==> config.mk <==
export PLATFORM = sky130hd
export DESIGN_NAME = nn_xor_scheduler_flat
export DESIGN_NICKNAME = d
export VERILOG_FILES = /design/src/rtl/nn_xor_scheduler_pkg.sv /design/src/rtl/nn_xor_scheduler_if.sv /design/src/rtl/nn_xor_scheduler_rr_arbiter.sv /design/src/rtl/nn_xor_scheduler.sv /design/src/flat_wrapper.sv
export SDC_FILE = /design/constraint.sdc
export NUM_CORES = 1
export LEC_CHECK = 0
export CORE_MARGIN = 3
export CORE_UTILIZATION = 37
export CTS_BUF_LIST = sky130_fd_sc_hd__clkbuf_8
export CTS_CLUSTER_SIZE = 10
export DETAILED_ROUTE_END_ITERATION = 8
export GPL_ROUTABILITY_DRIVEN = 0
export GPL_TIMING_DRIVEN = 0
export MAX_ROUTING_LAYER = met4
export PLACE_DENSITY_LB_ADDON = 0.08
export SKIP_LAST_GASP = 1
export SYNTH_ARGS = -nofsm -noshare
export SYNTH_HDL_FRONTEND = slang
export SYNTH_SLANG_ARGS = --single-unit
==> constraint.sdc <==
create_clock -name clk -period 1.7 [get_ports clk]
set_input_delay 0.425 -clock clk [delete_from_list [all_inputs] [get_ports clk]]
set_output_delay 0.425 -clock clk [all_outputs]
set_load 0.005 [all_outputs]
==> src/rtl/nn_xor_scheduler_pkg.sv <==
// nn_sched_pkg: shared types and helpers for the XOR-network core scheduler.
//   sched_state_t : scheduler FSM states
//   FP_HALF       : IEEE-754 single-precision 0.5
//   fp_gt_half()  : strict "x > 0.5" test on the raw float bits
package nn_sched_pkg;

    typedef enum logic [2:0] {
        IDLE,
        ISSUE,
        WAIT,
        FLUSH,
        RESP
    } sched_state_t;

    localparam logic [31:0] FP_HALF = 32'h3F00_0000;

    // Positive floats order the same way as their magnitude bits, so a plain
    // unsigned compare works. A positive NaN sits above 0.5 and reads as 1;
    // every negative value, including -0, reads as 0.
    function automatic logic fp_gt_half(input logic [31:0] x);
        return ~x[31] && (x[30:0] > FP_HALF[30:0]);
    endfunction

endpackage

==> src/rtl/nn_xor_scheduler_if.sv <==
// nn_xor_scheduler_if: request/response bus between requesters and the scheduler.
//   cfg_round_mode        : rounding mode, sampled when a request is accepted
//   req_valid/req_ready   : per-requester handshake (req_ready one-hot or zero)
//   req_a/req_b           : packed operands, requester i in row [i]
//   resp_valid/resp_ready : shared response handshake
//   resp_id/resp_data/resp_gt_half/resp_timeout : response payload
// master = requester side, slave = scheduler side.
interface nn_xor_scheduler_if #(
    parameter int N_REQ      = 2,
    parameter int DATA_WIDTH = 32,
    parameter int ID_W       = (N_REQ > 1) ? $clog2(N_REQ) : 1
) ();

    logic [2:0]                           cfg_round_mode;
    logic [N_REQ-1:0]                     req_valid;
    logic [N_REQ-1:0]                     req_ready;
    logic [N_REQ-1:0][DATA_WIDTH-1:0]     req_a;
    logic [N_REQ-1:0][DATA_WIDTH-1:0]     req_b;
    logic                                 resp_valid;
    logic                                 resp_ready;
    logic [ID_W-1:0]                      resp_id;
    logic [DATA_WIDTH-1:0]                resp_data;
    logic                                 resp_gt_half;
    logic                                 resp_timeout;

    modport master (
        output cfg_round_mode, req_valid, req_a, req_b, resp_ready,
        input  req_ready, resp_valid, resp_id, resp_data, resp_gt_half, resp_timeout
    );

    modport slave (
        input  cfg_round_mode, req_valid, req_a, req_b, resp_ready,
        output req_ready, resp_valid, resp_id, resp_data, resp_gt_half, resp_timeout
    );

endinterface

==> src/rtl/nn_xor_scheduler_rr_arbiter.sv <==
// nn_rr_arbiter: round-robin pick of the first set request at or above ptr_i,
// wrapping at N. Purely combinational; the owner keeps the pointer.
//   req_i   : request vector
//   ptr_i   : highest-priority index
//   grant_o : one-hot grant (zero when no request)
//   idx_o   : index of the granted request
//   any_o   : at least one request present
module nn_rr_arbiter
    import nn_sched_pkg::*;
#(
    parameter int N     = 2,
    parameter int IDX_W = (N > 1) ? $clog2(N) : 1
) (
    input  logic [N-1:0]     req_i,
    input  logic [IDX_W-1:0] ptr_i,
    output logic [N-1:0]     grant_o,
    output logic [IDX_W-1:0] idx_o,
    output logic             any_o
);

    logic [IDX_W-1:0] j;

    always_comb begin
        grant_o = '0;
        idx_o   = '0;
        any_o   = 1'b0;
        j       = '0;
        for (int i = 0; i < N; i++) begin
            j = IDX_W'((int'(ptr_i) + i) % N);
            if (!any_o && req_i[j]) begin
                grant_o[j] = 1'b1;
                idx_o      = j;
                any_o      = 1'b1;
            end
        end
    end

endmodule

==> src/rtl/nn_xor_scheduler.sv <==
// nn_xor_scheduler: shares one 2-2-1 float XOR network core between N_REQ
// requesters. Round-robin grant, one inference in flight, watchdog flush of a
// hung core, single shared response channel.
//   clk, rst_l       : clock, synchronous active-low reset
//   bus (slave)      : request/response bus, see nn_xor_scheduler_if
//   core_a/b, core_round_mode, core_start : core launch side
//   core_done, core_result                : core completion side
//   core_rst_l       : core reset, also pulsed low for 2 cycles on timeout
//   busy             : FSM not idle
// Optional build macro NN_SCHED_PERF_EN adds perf_count (saturating count of
// completed responses) and perf_max_lat (largest ISSUE-to-done latency).
module nn_xor_scheduler
    import nn_sched_pkg::*;
#(
    parameter int DATA_WIDTH = 32,
    parameter int N_REQ      = 2,
    parameter int ID_W       = (N_REQ > 1) ? $clog2(N_REQ) : 1,
    parameter int TIMEOUT    = 64
) (
    input  logic                  clk,
    input  logic                  rst_l,
    nn_xor_scheduler_if.slave     bus,
    output logic [DATA_WIDTH-1:0] core_a,
    output logic [DATA_WIDTH-1:0] core_b,
    output logic [2:0]            core_round_mode,
    output logic                  core_start,
    input  logic                  core_done,
    input  logic [DATA_WIDTH-1:0] core_result,
    output logic                  core_rst_l,
    output logic                  busy
`ifdef NN_SCHED_PERF_EN
    ,
    output logic [31:0]           perf_count,
    output logic [15:0]           perf_max_lat
`endif
);

    localparam int CNT_W = (TIMEOUT > 1) ? $clog2(TIMEOUT) : 1;

    sched_state_t          state_q, state_d;
    logic [ID_W-1:0]       rr_ptr_q, rr_ptr_d;
    logic [ID_W-1:0]       id_q, id_d;
    logic [DATA_WIDTH-1:0] a_q, a_d, b_q, b_d;
    logic [DATA_WIDTH-1:0] result_q, result_d;
    logic [2:0]            rm_q, rm_d;
    logic [CNT_W-1:0]      cnt_q, cnt_d;
    logic                  fl_q, fl_d;
    logic                  timeout_q, timeout_d;

    logic [N_REQ-1:0]      gnt;
    logic [ID_W-1:0]       gnt_idx;
    logic                  gnt_any;

    nn_rr_arbiter #(.N(N_REQ), .IDX_W(ID_W)) u_arb (
        .req_i   (bus.req_valid),
        .ptr_i   (rr_ptr_q),
        .grant_o (gnt),
        .idx_o   (gnt_idx),
        .any_o   (gnt_any)
    );

    always_comb begin
        state_d   = state_q;
        rr_ptr_d  = rr_ptr_q;
        id_d      = id_q;
        a_d       = a_q;
        b_d       = b_q;
        rm_d      = rm_q;
        result_d  = result_q;
        cnt_d     = cnt_q;
        fl_d      = fl_q;
        timeout_d = timeout_q;
        case (state_q)
            IDLE: begin
                // req_ready mirrors the grant, so a grant is the handshake.
                if (gnt_any) begin
                    a_d      = bus.req_a[gnt_idx];
                    b_d      = bus.req_b[gnt_idx];
                    rm_d     = bus.cfg_round_mode;
                    id_d     = gnt_idx;
                    rr_ptr_d = (gnt_idx == ID_W'(N_REQ - 1)) ? '0 : gnt_idx + 1'b1;
                    state_d  = ISSUE;
                end
            end
            ISSUE: begin
                cnt_d   = '0;
                state_d = WAIT;
            end
            WAIT: begin
                cnt_d = cnt_q + 1'b1;
                // done is tested first so it wins a tie with the watchdog.
                if (core_done) begin
                    result_d  = core_result;
                    timeout_d = 1'b0;
                    state_d   = RESP;
                end else if (cnt_q == CNT_W'(TIMEOUT - 1)) begin
                    fl_d    = 1'b0;
                    state_d = FLUSH;
                end
            end
            FLUSH: begin
                fl_d = 1'b1;
                if (fl_q) begin
                    result_d  = '0;
                    timeout_d = 1'b1;
                    state_d   = RESP;
                end
            end
            RESP: begin
                if (bus.resp_ready) state_d = IDLE;
            end
            default: state_d = IDLE;
        endcase
    end

    always_ff @(posedge clk) begin
        if (!rst_l) begin
            state_q   <= IDLE;
            rr_ptr_q  <= '0;
            id_q      <= '0;
            a_q       <= '0;
            b_q       <= '0;
            rm_q      <= '0;
            result_q  <= '0;
            cnt_q     <= '0;
            fl_q      <= 1'b0;
            timeout_q <= 1'b0;
        end else begin
            state_q   <= state_d;
            rr_ptr_q  <= rr_ptr_d;
            id_q      <= id_d;
            a_q       <= a_d;
            b_q       <= b_d;
            rm_q      <= rm_d;
            result_q  <= result_d;
            cnt_q     <= cnt_d;
            fl_q      <= fl_d;
            timeout_q <= timeout_d;
        end
    end

    // Gated by rst_l so nothing is offered while reset is held.
    assign bus.req_ready = (state_q == IDLE && rst_l) ? gnt : '0;

    assign core_start      = (state_q == ISSUE);
    assign core_a          = (state_q != IDLE) ? a_q  : '0;
    assign core_b          = (state_q != IDLE) ? b_q  : '0;
    assign core_round_mode = (state_q != IDLE) ? rm_q : '0;
    assign core_rst_l      = rst_l & (state_q != FLUSH);
    assign busy            = (state_q != IDLE);

    assign bus.resp_valid   = (state_q == RESP);
    assign bus.resp_id      = (state_q == RESP) ? id_q : '0;
    assign bus.resp_data    = (state_q == RESP) ? result_q : '0;
    assign bus.resp_gt_half = (state_q == RESP) && fp_gt_half(result_q);
    assign bus.resp_timeout = (state_q == RESP) && timeout_q;

`ifdef NN_SCHED_PERF_EN
    logic [31:0] perf_cnt_q;
    logic [15:0] perf_lat_q;
    logic [15:0] lat_now;

    // ISSUE is one cycle before WAIT count 0, hence the +1.
    assign lat_now = 16'(cnt_q) + 16'd1;

    always_ff @(posedge clk) begin
        if (!rst_l) begin
            perf_cnt_q <= '0;
            perf_lat_q <= '0;
        end else begin
            if (state_q == RESP && bus.resp_ready && perf_cnt_q != '1)
                perf_cnt_q <= perf_cnt_q + 32'd1;
            if (state_q == WAIT && core_done && lat_now > perf_lat_q)
                perf_lat_q <= lat_now;
        end
    end

    assign perf_count   = perf_cnt_q;
    assign perf_max_lat = perf_lat_q;
`endif

endmodule

==> src/flat_wrapper.sv <==
// flat-port wrapper written by rule: the top's interface ports become plain ports
module nn_xor_scheduler_flat import nn_sched_pkg::*;
#(
    parameter int DATA_WIDTH = 32,
    parameter int N_REQ      = 2,
    parameter int ID_W       = (N_REQ > 1) ? $clog2(N_REQ) : 1,
    parameter int TIMEOUT    = 64
)
  (clk, rst_l, core_a, core_b, core_round_mode, core_start, core_done, core_result, core_rst_l, busy, bus_cfg_round_mode, bus_req_valid, bus_req_a, bus_req_b, bus_resp_ready, bus_req_ready, bus_resp_valid, bus_resp_id, bus_resp_data, bus_resp_gt_half, bus_resp_timeout);
  nn_xor_scheduler_if #(.N_REQ(N_REQ), .DATA_WIDTH(DATA_WIDTH), .ID_W(ID_W)) bus_i ();
  input  logic clk;
  input  logic rst_l;
  output logic [DATA_WIDTH-1:0] core_a;
  output logic [DATA_WIDTH-1:0] core_b;
  output logic [2:0] core_round_mode;
  output logic core_start;
  input  logic core_done;
  input  logic [DATA_WIDTH-1:0] core_result;
  output logic core_rst_l;
  output logic busy;
  input wire logic [$bits(bus_i.cfg_round_mode)-1:0] bus_cfg_round_mode;
  input wire logic [$bits(bus_i.req_valid)-1:0] bus_req_valid;
  input wire logic [$bits(bus_i.req_a)-1:0] bus_req_a;
  input wire logic [$bits(bus_i.req_b)-1:0] bus_req_b;
  input wire logic [$bits(bus_i.resp_ready)-1:0] bus_resp_ready;
  output wire logic [$bits(bus_i.req_ready)-1:0] bus_req_ready;
  output wire logic [$bits(bus_i.resp_valid)-1:0] bus_resp_valid;
  output wire logic [$bits(bus_i.resp_id)-1:0] bus_resp_id;
  output wire logic [$bits(bus_i.resp_data)-1:0] bus_resp_data;
  output wire logic [$bits(bus_i.resp_gt_half)-1:0] bus_resp_gt_half;
  output wire logic [$bits(bus_i.resp_timeout)-1:0] bus_resp_timeout;
  assign bus_i.cfg_round_mode = bus_cfg_round_mode;
  assign bus_i.req_valid = bus_req_valid;
  assign bus_i.req_a = bus_req_a;
  assign bus_i.req_b = bus_req_b;
  assign bus_i.resp_ready = bus_resp_ready;
  assign bus_req_ready = bus_i.req_ready;
  assign bus_resp_valid = bus_i.resp_valid;
  assign bus_resp_id = bus_i.resp_id;
  assign bus_resp_data = bus_i.resp_data;
  assign bus_resp_gt_half = bus_i.resp_gt_half;
  assign bus_resp_timeout = bus_i.resp_timeout;
  nn_xor_scheduler #(.DATA_WIDTH(DATA_WIDTH), .N_REQ(N_REQ), .ID_W(ID_W), .TIMEOUT(TIMEOUT)) u_core (.clk(clk), .rst_l(rst_l), .bus(bus_i), .core_a(core_a), .core_b(core_b), .core_round_mode(core_round_mode), .core_start(core_start), .core_done(core_done), .core_result(core_result), .core_rst_l(core_rst_l), .busy(busy));
endmodule
==> results of run 1 <==
-- cells by family after synthesis --
logic type | share of synthesized area (%)
buffers and inverters | 5.952
adders and majority gates | 0.2419
muxes | 0.9920
and+or+nand+nor | 28.31
DFF | 43.36
AOI/OAI and AO/OA | 21.15
-- report_power, final --
group	switching (mW)	internal (mW)	total, mW	leakage (nW)
Clock	0.938	0.804	1.74	0.109
Combinational	0.944	1.47	2.41	3.00
Sequential	0.167	2.90	3.07	0.919
-- sequential cells by signal, summed over array words and instances (netlist names) --
signal            cells
u_core.result_q      32
u_core.rm_q           3
u_core.b_q           32
u_core.state_q        3
u_core.fl_q           1
u_core.cnt_q          6
u_core.a_q           32
u_core.rr_ptr_q       1
u_core.timeout_q      1
u_core.id_q           1
-- synthesized netlist by cell type (all sizes together) (4+ instances only) --
| library cell | number | share of area, % |
|---|---|---|
| a21oi | 9 | 0.87 |
| nor2 | 42 | 3.0 |
| a22oi | 35 | 5.1 |
| buf | 31 | 4.3 |
| mux2i | 4 | 0.77 |
| inv | 6 | 0.44 |
| and2 | 167 | 20 |
| nand2 | 12 | 0.87 |
| nor4 | 9 | 1.1 |
| clkbuf | 17 | 1.2 |
| dfxtp | 112 | 43 |
| o21ai | 7 | 0.75 |
| a221o | 64 | 12 |
| nor3 | 4 | 0.70 |
-- stage by stage --
| step | instance area [µm²] | total power [mW] | TNS, ns |
|---|---|---|---|
| finish | 9255 | 7.227 | -46.93 |
| global route | 9255 | 7.552 | -61.36 |
| CTS | 9019 | 7.079 | -61.45 |
| detailed placement | 8163 | 4.968 | -121.74 |
| global placement | 8163 | 4.926 | -117.56 |
| floorplan | 5180 | 3.954 | -0.1455 |
-- what timing repair did --
item                                    in CTS  in global routing
endpoints found under the setup margin     207                205
cloned                                       7                  5
resized for setup                          541                 90
hold buffers                                 0                  0
hold endpoints to repair                     0                  0
pin swaps                                   42                  7
setup buffers                               41                 15
-- worst min path at each step --
stage	startpoint	end	slack, ns	cells past startpoint
after floorplan	u_core.timeout_q	u_core.timeout_q	0.44	2
after global placement	u_core.timeout_q	u_core.timeout_q	0.46	2
after detailed placement	u_core.b_q[11]	u_core.b_q[11]	0.46	1
after CTS	rst_l	u_core.cnt_q[5]	0.47	3
after global routing	rst_l	u_core.cnt_q[5]	0.36	3
final	rst_l	u_core.cnt_q[5]	0.37	3
-- critical path, delay by kind of cell (launching register included) --
| kind | cells | cell delay [ns] |
|---|---|---|
| buffers and inverters | 6 | 0.70 |
| flip-flops | 1 | 0.38 |
| AND/OR/NAND/NOR | 2 | 0.34 |
-- metal layers --
metal | share of wire, % | wire length, µm | up-vias | GRT usage, %
met5 | 0 | 0 | - | -
met3 | 6.7 | 1331 | 40 | 5.928
met2 | 49 | 9786 | 239 | 42.62
met4 | 3.3 | 664 | 0 | 10.96
li1 | - | - | 2650 | -
met1 | 41 | 8218 | 2687 | 29.43
-- area by class of cell --
class	count	area [µm²]	share of cell area [%]
timing repair buffer	334	3209	34.68
multi-input combinational	386	2846	30.76
sequential	112	2253	24.35
buffer	42	470.5	5.083
tap	176	220.2	2.379
clock buffer	12	165.2	1.785
clock inverter	4	51.30	0.5543
inverter	6	38.79	0.4191
==> results, run 1 <==
- The max-slew violation count is 0.
- The post-detailed-route wirelength per cell is 18.66 µm.
- The clock transition at the registers of the reported paths is 0.11 ns.
- Across the routed clock network, the largest skew measured is 0.008246 ns.
- Data on the critical path arrives at its endpoint at about 1.8 ns.
- The post-synthesis net count is between 700 and 800.
- For this block, the routed nets add up to 20.00 mm of wire.
- Based on the critical path, the design can be clocked at up to around 450 MHz.
- The number of ports placed on the die boundary is between 200 and 300.
- The setup check on the worst reg-to-reg path leaves a slack of -0.05 ns.
- The number of levels the H-tree was split into is 3.
- Power spread over the standard cell area amounts to 780.9 nW/µm².
- In this run the worst setup path terminates at core_a[17].
- The max-cap check violation count is 0.
- Global routing used roughly 26% of the available tracks across all layers.
- The floorplan step set the die height to 124.2 µm.
- The unique cell type count in the Yosys netlist is 43.
- The number of detailed-route iterations in the first pass is 5.
- For the finished layout, the period the worst path requires is 2.233 ns.
- For the worst flop-to-flop path, the logic depth is 7.
- Counting flops with a built-in enable in the synthesized netlist gives 0.
- The core footprint is about 13000 µm².
- The post-synthesis cell count is 551.
- The initial antenna violation count is 0.
- On the worst path, the slowest cell contributes a delay of 0.38 ns.
- The element type at the critical path start is a flop.
- The final critical path takes up 131.3% of the cycle.
- For this run, the register share of the synthesized area comes to 43.36%.
- The number of global-route vias before repair is between 5000 and 6000.
- The final core utilization is between 60 and 70%.
- The clock root buffer is sky130_fd_sc_hd__clkbuf_8.
- The first global-routing pass estimated 31.19 mm of wire.
- The net count reported at finish is about 1100.
- For this run, asynchronously set or reset flops after synthesis account for 0%.
- The remaining max-slew budget at the tightest pin is 67.06%.
- At the pin with the least slew margin, the transition time is 0.4940 ns.
- The area growth from synthesis to layout is 78.97%.
- During placement, the flow inserted port buffers numbering 276.
- From left edge to right edge, the die measures 124.2 µm.
- In this run the critical register-to-register path is launched from u_core.state_q[0].
- The total inserted antenna cells is 0.
- The min-delay analysis places its worst path in the category in2reg.
- The clock latency of the later-clocked register in the worst-skew pair is 0.39 ns.
- The checks that failed: negative setup slack.
- The cell with the biggest individual delay on the critical path is sky130_fd_sc_hd__dfxtp_4.
- The largest driver fanout on the critical path is 7.
- The number of fillers in the final layout is between 1000 and 1500.
- The hold slack is around 0.37 ns.
- The number of placed cells counting well taps is roughly 1000.
- Setup repair after global routing could not meet its margin everywhere.
- The largest net degree at the start of global routing is 18.
- The floorplan has 42 rows.
- TritonCTS built the clock tree.
- The flow ran to the end, but the final reports show violations.
- The first routing iteration left 273 violations.
- The worst-case vdd ir drop is 0.3884 mV.
- STA classifies the critical path endpoint as an output pin.
- The clock tree buffer depth is 2.
- The detailed-placement wirelength estimate is 14.04 mm.
- The most common library cell in the layout ignoring fill and taps is sky130_fd_sc_hd__clkdlybuf4s50_1.
- The most critical setup path has its startpoint at u_core.state_q[0].
- The synthesized design contains ~110 register bits.
- For this configuration, the core starts out at a cell density of 38.44%.
- The number of standard cells in the final layout excluding fillers is 1072.
- After synthesis, the mean cell area works out to 9.385 µm².
- Setup violations remaining at the end of the flow were counted as about 160.
- The detailed-route DRC error count is 0.
- At the worst endpoint, the required time is 1.27 ns.
- Summing over every cut layer, the via total after detailed routing is 5616.
- The CTS sink count is 112.
- Before CTS, the worst setup slack after placement is -1.210 ns.
- Yosys printed 0 warnings.
- TritonCTS created 9 clock buffers.
- The leakage power total is 4.028 nW.
- The die area is 15430 µm².
- The top cell types in the final layout, fill and taps aside, are 165 x sky130_fd_sc_hd__clkdlybuf4s50_1, 113 x sky130_fd_sc_hd__and2_1, 109 x sky130_fd_sc_hd__dfxtp_1.
- The primary flip-flop cell chosen by synthesis mapping is sky130_fd_sc_hd__dfxtp_1.
- The endpoint identified for the worst register-to-register timing path is u_core.b_q[1].
- The smallest setup slack after layout is -0.5327 ns.
- The netlist area before placement is between 5000 and 6000 µm².
- The critical path goes through nor3_4 > buf_6 > inv_8 > buf_8 > buf_6 > buf_8 > and2_1 > buf_2.
- Of the cells placed in the final design, the portion with a size suffix greater than 1 is about 32%.
- The count of nets left with antenna violations once routing finished came out at 0.
- The average vias per placed instance is between 5 and 6.
- The aggregate global routing overflow is 0.
- The classification of the worst setup path is reg2out.
- The number of endpoints with negative hold slack in the final report came to 0.
Power figures use the tool's default switching activity.
==> run 2, diff against run 1 <==
SKIP_LAST_GASP = unset   (was 1)
==> run 2 against run 1 <==
Compared with the run above: critical path type unchanged; critical path depth stayed put; largest power group unchanged; routed wire length is 2.3% higher; clock-buffer cell count stayed put; via count is 1.4% higher; hold slack better by 0.0064 ns; the flow still finishes with violations (negative setup slack); sequential power hardly changed; critical endpoint is now core_a[6]; final area is 2.6% higher; sequential cell count stayed put.
==> results, run 2 (synthesized netlist as in run 1, its figures left out) <==
- The internal power summed over all cells is between 5 and 6 mW.
- Combinational cells account for 34.7% of the total power.
- The area growth from synthesis to final layout is 83.72%.
- The worst-case vdd ir drop is 0.3921 mV.
- For this configuration, the core starts out at a cell density of 38.44%.
- Of all nets on the critical path, the largest fanout is 6.
- The number of fillers in the final layout is between 1000 and 1500.
- Dividing the detail-routed via count by the number of cells gives 5.284.
- The aggregate global routing overflow is 0.
- The number of ports placed on the die boundary is 277.
- In this run the cell area measured after placement is 8163 µm².
- The clock latency of the later-clocked register in the worst-skew pair is between 0.3 and 0.4 ns.
- The number of endpoints with negative hold slack in the final report is 0.
- The run finished, with violations left.
- The total global routing track utilization is between 20% and 30%.
- The library cells used most frequently in the layout, excluding fill and tap cells, are 165 x sky130_fd_sc_hd__clkdlybuf4s50_1, 109 x sky130_fd_sc_hd__dfxtp_1, 102 x sky130_fd_sc_hd__and2_1.
- STA classifies the critical path endpoint as an output pin.
- The number of global-route vias before repair is 5906.
- The largest net degree at the start of global routing is 18.
- Row generation in the floorplan step produced 42 rows.
- In this run the remaining antenna-violating nets after routing total 0.
- The remaining max-slew budget at the tightest pin is 67.03%.
- The smallest setup slack after layout is -0.5632 ns.
- The classification of the worst setup path is reg2out.
- Setup repair after global routing could not meet its margin everywhere.
- The most common library cell in the layout ignoring fill and taps is sky130_fd_sc_hd__clkdlybuf4s50_1.
- In this run the worst hold path is classified as in2reg.
- TritonCTS built the clock tree.
- The overall power of the completed layout is 7.386 mW.
- The largest registers in the layout are u_core.a_q x32, u_core.b_q x32, u_core.result_q x32.
- The signal on the critical path passes through nor3_4 > buf_6 > clkinv_8 > buf_8 > buf_6 > buf_8 > and2_4 > buf_6.
- The maximum operating frequency is 441.9 MHz.
- The cell that appears most often on the critical path is sky130_fd_sc_hd__buf_6.
- In the routed design, unresolved DRC markers number 0.
- The CTS sink count is 112.
- Detailed placement finished with a half-perimeter wire length of ~14 mm.
- The root buffer cell chosen for the clock tree is sky130_fd_sc_hd__clkbuf_8.
- STA puts the critical path data required time at 1.27 ns.
- The number of design-rule violations left by the first detailed-router iteration is 306.
- The global-route wire length before repair is 31.24 mm.
- The clock passes through at most 2 buffers.
- The portion of the clock cycle consumed by the worst path in the final layout is 133.1%.
- For the final database, setup skew stands at about 0.011 ns.
- In the final design database the tool counted between 1000 and 1500 nets.
- Port buffering added 276 buffers.
- The post-detailed-route wirelength per cell is between 15 and 20 µm.
- The power share of the clock group is 23.6%.
- The die area is between 15000 and 20000 µm².
- The max-slew violation count is 0.
- For the worst setup path, the data arrival time is 1.84 ns.
- The max-cap check violation count is 0.
- The initial antenna violation count is 0.
- The power dissipated by switching net loads is 2.097 mW.
- The maximum single-stage delay on the critical path is roughly 0.38 ns.
- The routed layout has 5696 vias.
- In this run the static leakage power is 4.093 nW.
- The final critical delay including setup and external delays is 2.263 ns.
- Among all stages on the critical path, the largest delay is contributed by sky130_fd_sc_hd__dfxtp_4.
- The net switching share of the total power is 28.39%.
- The die width is 124.2 µm.
- Clock-pin slew was measured on the worst setup and hold paths at 0.10 ns.
- The element type at the critical path start is a flop.
- The first detailed-routing pass ran for 5 iterations.
- The repair_antennas step left the layout with diodes totalling 0.
- The checks that failed: negative setup slack.
- For this design the ratio of total power to cell area is 777.5 nW/µm².
- The post-route cell area is around 9500 µm².
- Sequential cells burn 41.7% of the power.
- The final routed wirelength across all metal layers is 20.46 mm.
- The share of post-route cells with drive strength above 1 is 33.81%.
- The core footprint is between 10000 and 15000 µm².
- The H-tree was split into 3 levels.
- The floorplan die height is 124.2 µm.
- For the pin with the worst max-slew slack, the measured transition is 0.4945 ns.
- Setup violations remaining at the end of the flow were counted as around 170.
- The CTS buffer count is 9.
[run 2: changes by cell type in the layout (fill, tap and decap cells not counted), moves of 6 or more]
cell / before / now
sky130_fd_sc_hd__and2_1: 113 / 102
sky130_fd_sc_hd__and2_4: 53 / 66
sky130_fd_sc_hd__buf_2: 39 / 21
sky130_fd_sc_hd__buf_4: 30 / 36
sky130_fd_sc_hd__buf_6: 82 / 94
sky130_fd_sc_hd__clkdlybuf4s15_1: 0 / 9
sky130_fd_sc_hd__dlygate4sd2_1: 13 / 6
[run 2: critical path: cells and delay by family, from the launching register on]
kind | cells | cell delay [ns]
buffers and inverters | 6 | 0.71
flip-flops | 1 | 0.38
AND/OR/NAND/NOR | 2 | 0.36
[run 2: worst paths after layout]
path,startpoint,end,slack [ns],cells past startpoint
worst max-delay path,u_core.state_q[1],core_a[6],-0.56,8
worst min-delay path,rst_l,u_core.cnt_q[5],0.38,3
worst max register to register,u_core.state_q[1],u_core.a_q[30],-0.12,8
worst min register to register,u_core.cnt_q[5],u_core.cnt_q[5],0.49,2
[run 2: power by group through the flow]
stage                     Clock (mW)  Sequential (mW)  Combinational [mW]
after floorplan                    0             3.06               0.894
after global placement             0             3.09                1.83
after detailed placement           0             3.10                1.87
after CTS                       1.76             3.06                2.27
after global routing            1.88             3.11                2.74
final                           1.74             3.08                2.56
[run 2: per-layer routing]
| metal | share of wire (%) | wire length, µm | GRT usage (%) | vias up |
|---|---|---|---|---|
| li1 | - | - | - | 2669 |
| met1 | 40 | 8257 | 29.56 | 2736 |
| met2 | 49 | 10100 | 42.81 | 249 |
| met3 | 6.8 | 1395 | 5.670 | 42 |
| met4 | 3.4 | 704 | 10.96 | 0 |
| met5 | 0 | 0 | - | - |
[run 2: cell type report]
| cell class | instances | area [µm²] | share of cell area [%] |
|---|---|---|---|
| repair buffers | 339 | 3372 | 35.49 |
| multi-input cells | 387 | 2905 | 30.58 |
| flip-flops and latches | 112 | 2253 | 23.72 |
| plain buffers | 42 | 489.2 | 5.149 |
| well taps | 176 | 220.2 | 2.318 |
| clock buffers | 12 | 165.2 | 1.738 |
| clock inverters | 4 | 51.30 | 0.5400 |
| inverters | 6 | 43.79 | 0.4610 |
[run 2: stage by stage]
stage          setup TNS, ns  util [%]  setup slack [ns]  std cells  hold slack (ns)
3_3_place_gp         -117.56     60.68            -1.169       1003           0.4563
6_report              -53.65     70.62           -0.5632       1078           0.3766
2_1_floorplan        -0.1455         -         -0.007275        551           0.4405
3_5_place_dp         -121.74     60.68            -1.210       1003           0.4607
4_1_cts               -60.42     67.23           -0.5968       1059           0.4708
5_1_grt               -65.65     70.62           -0.6394       1078           0.3534
[run 2: repair_timing]
item / CTS / global route
resized for setup: 560 / 114
cloned: 7 / 7
hold buffers: 0 / 0
setup endpoints to repair: 207 / 206
pin swaps: 46 / 8
setup buffers: 41 / 19
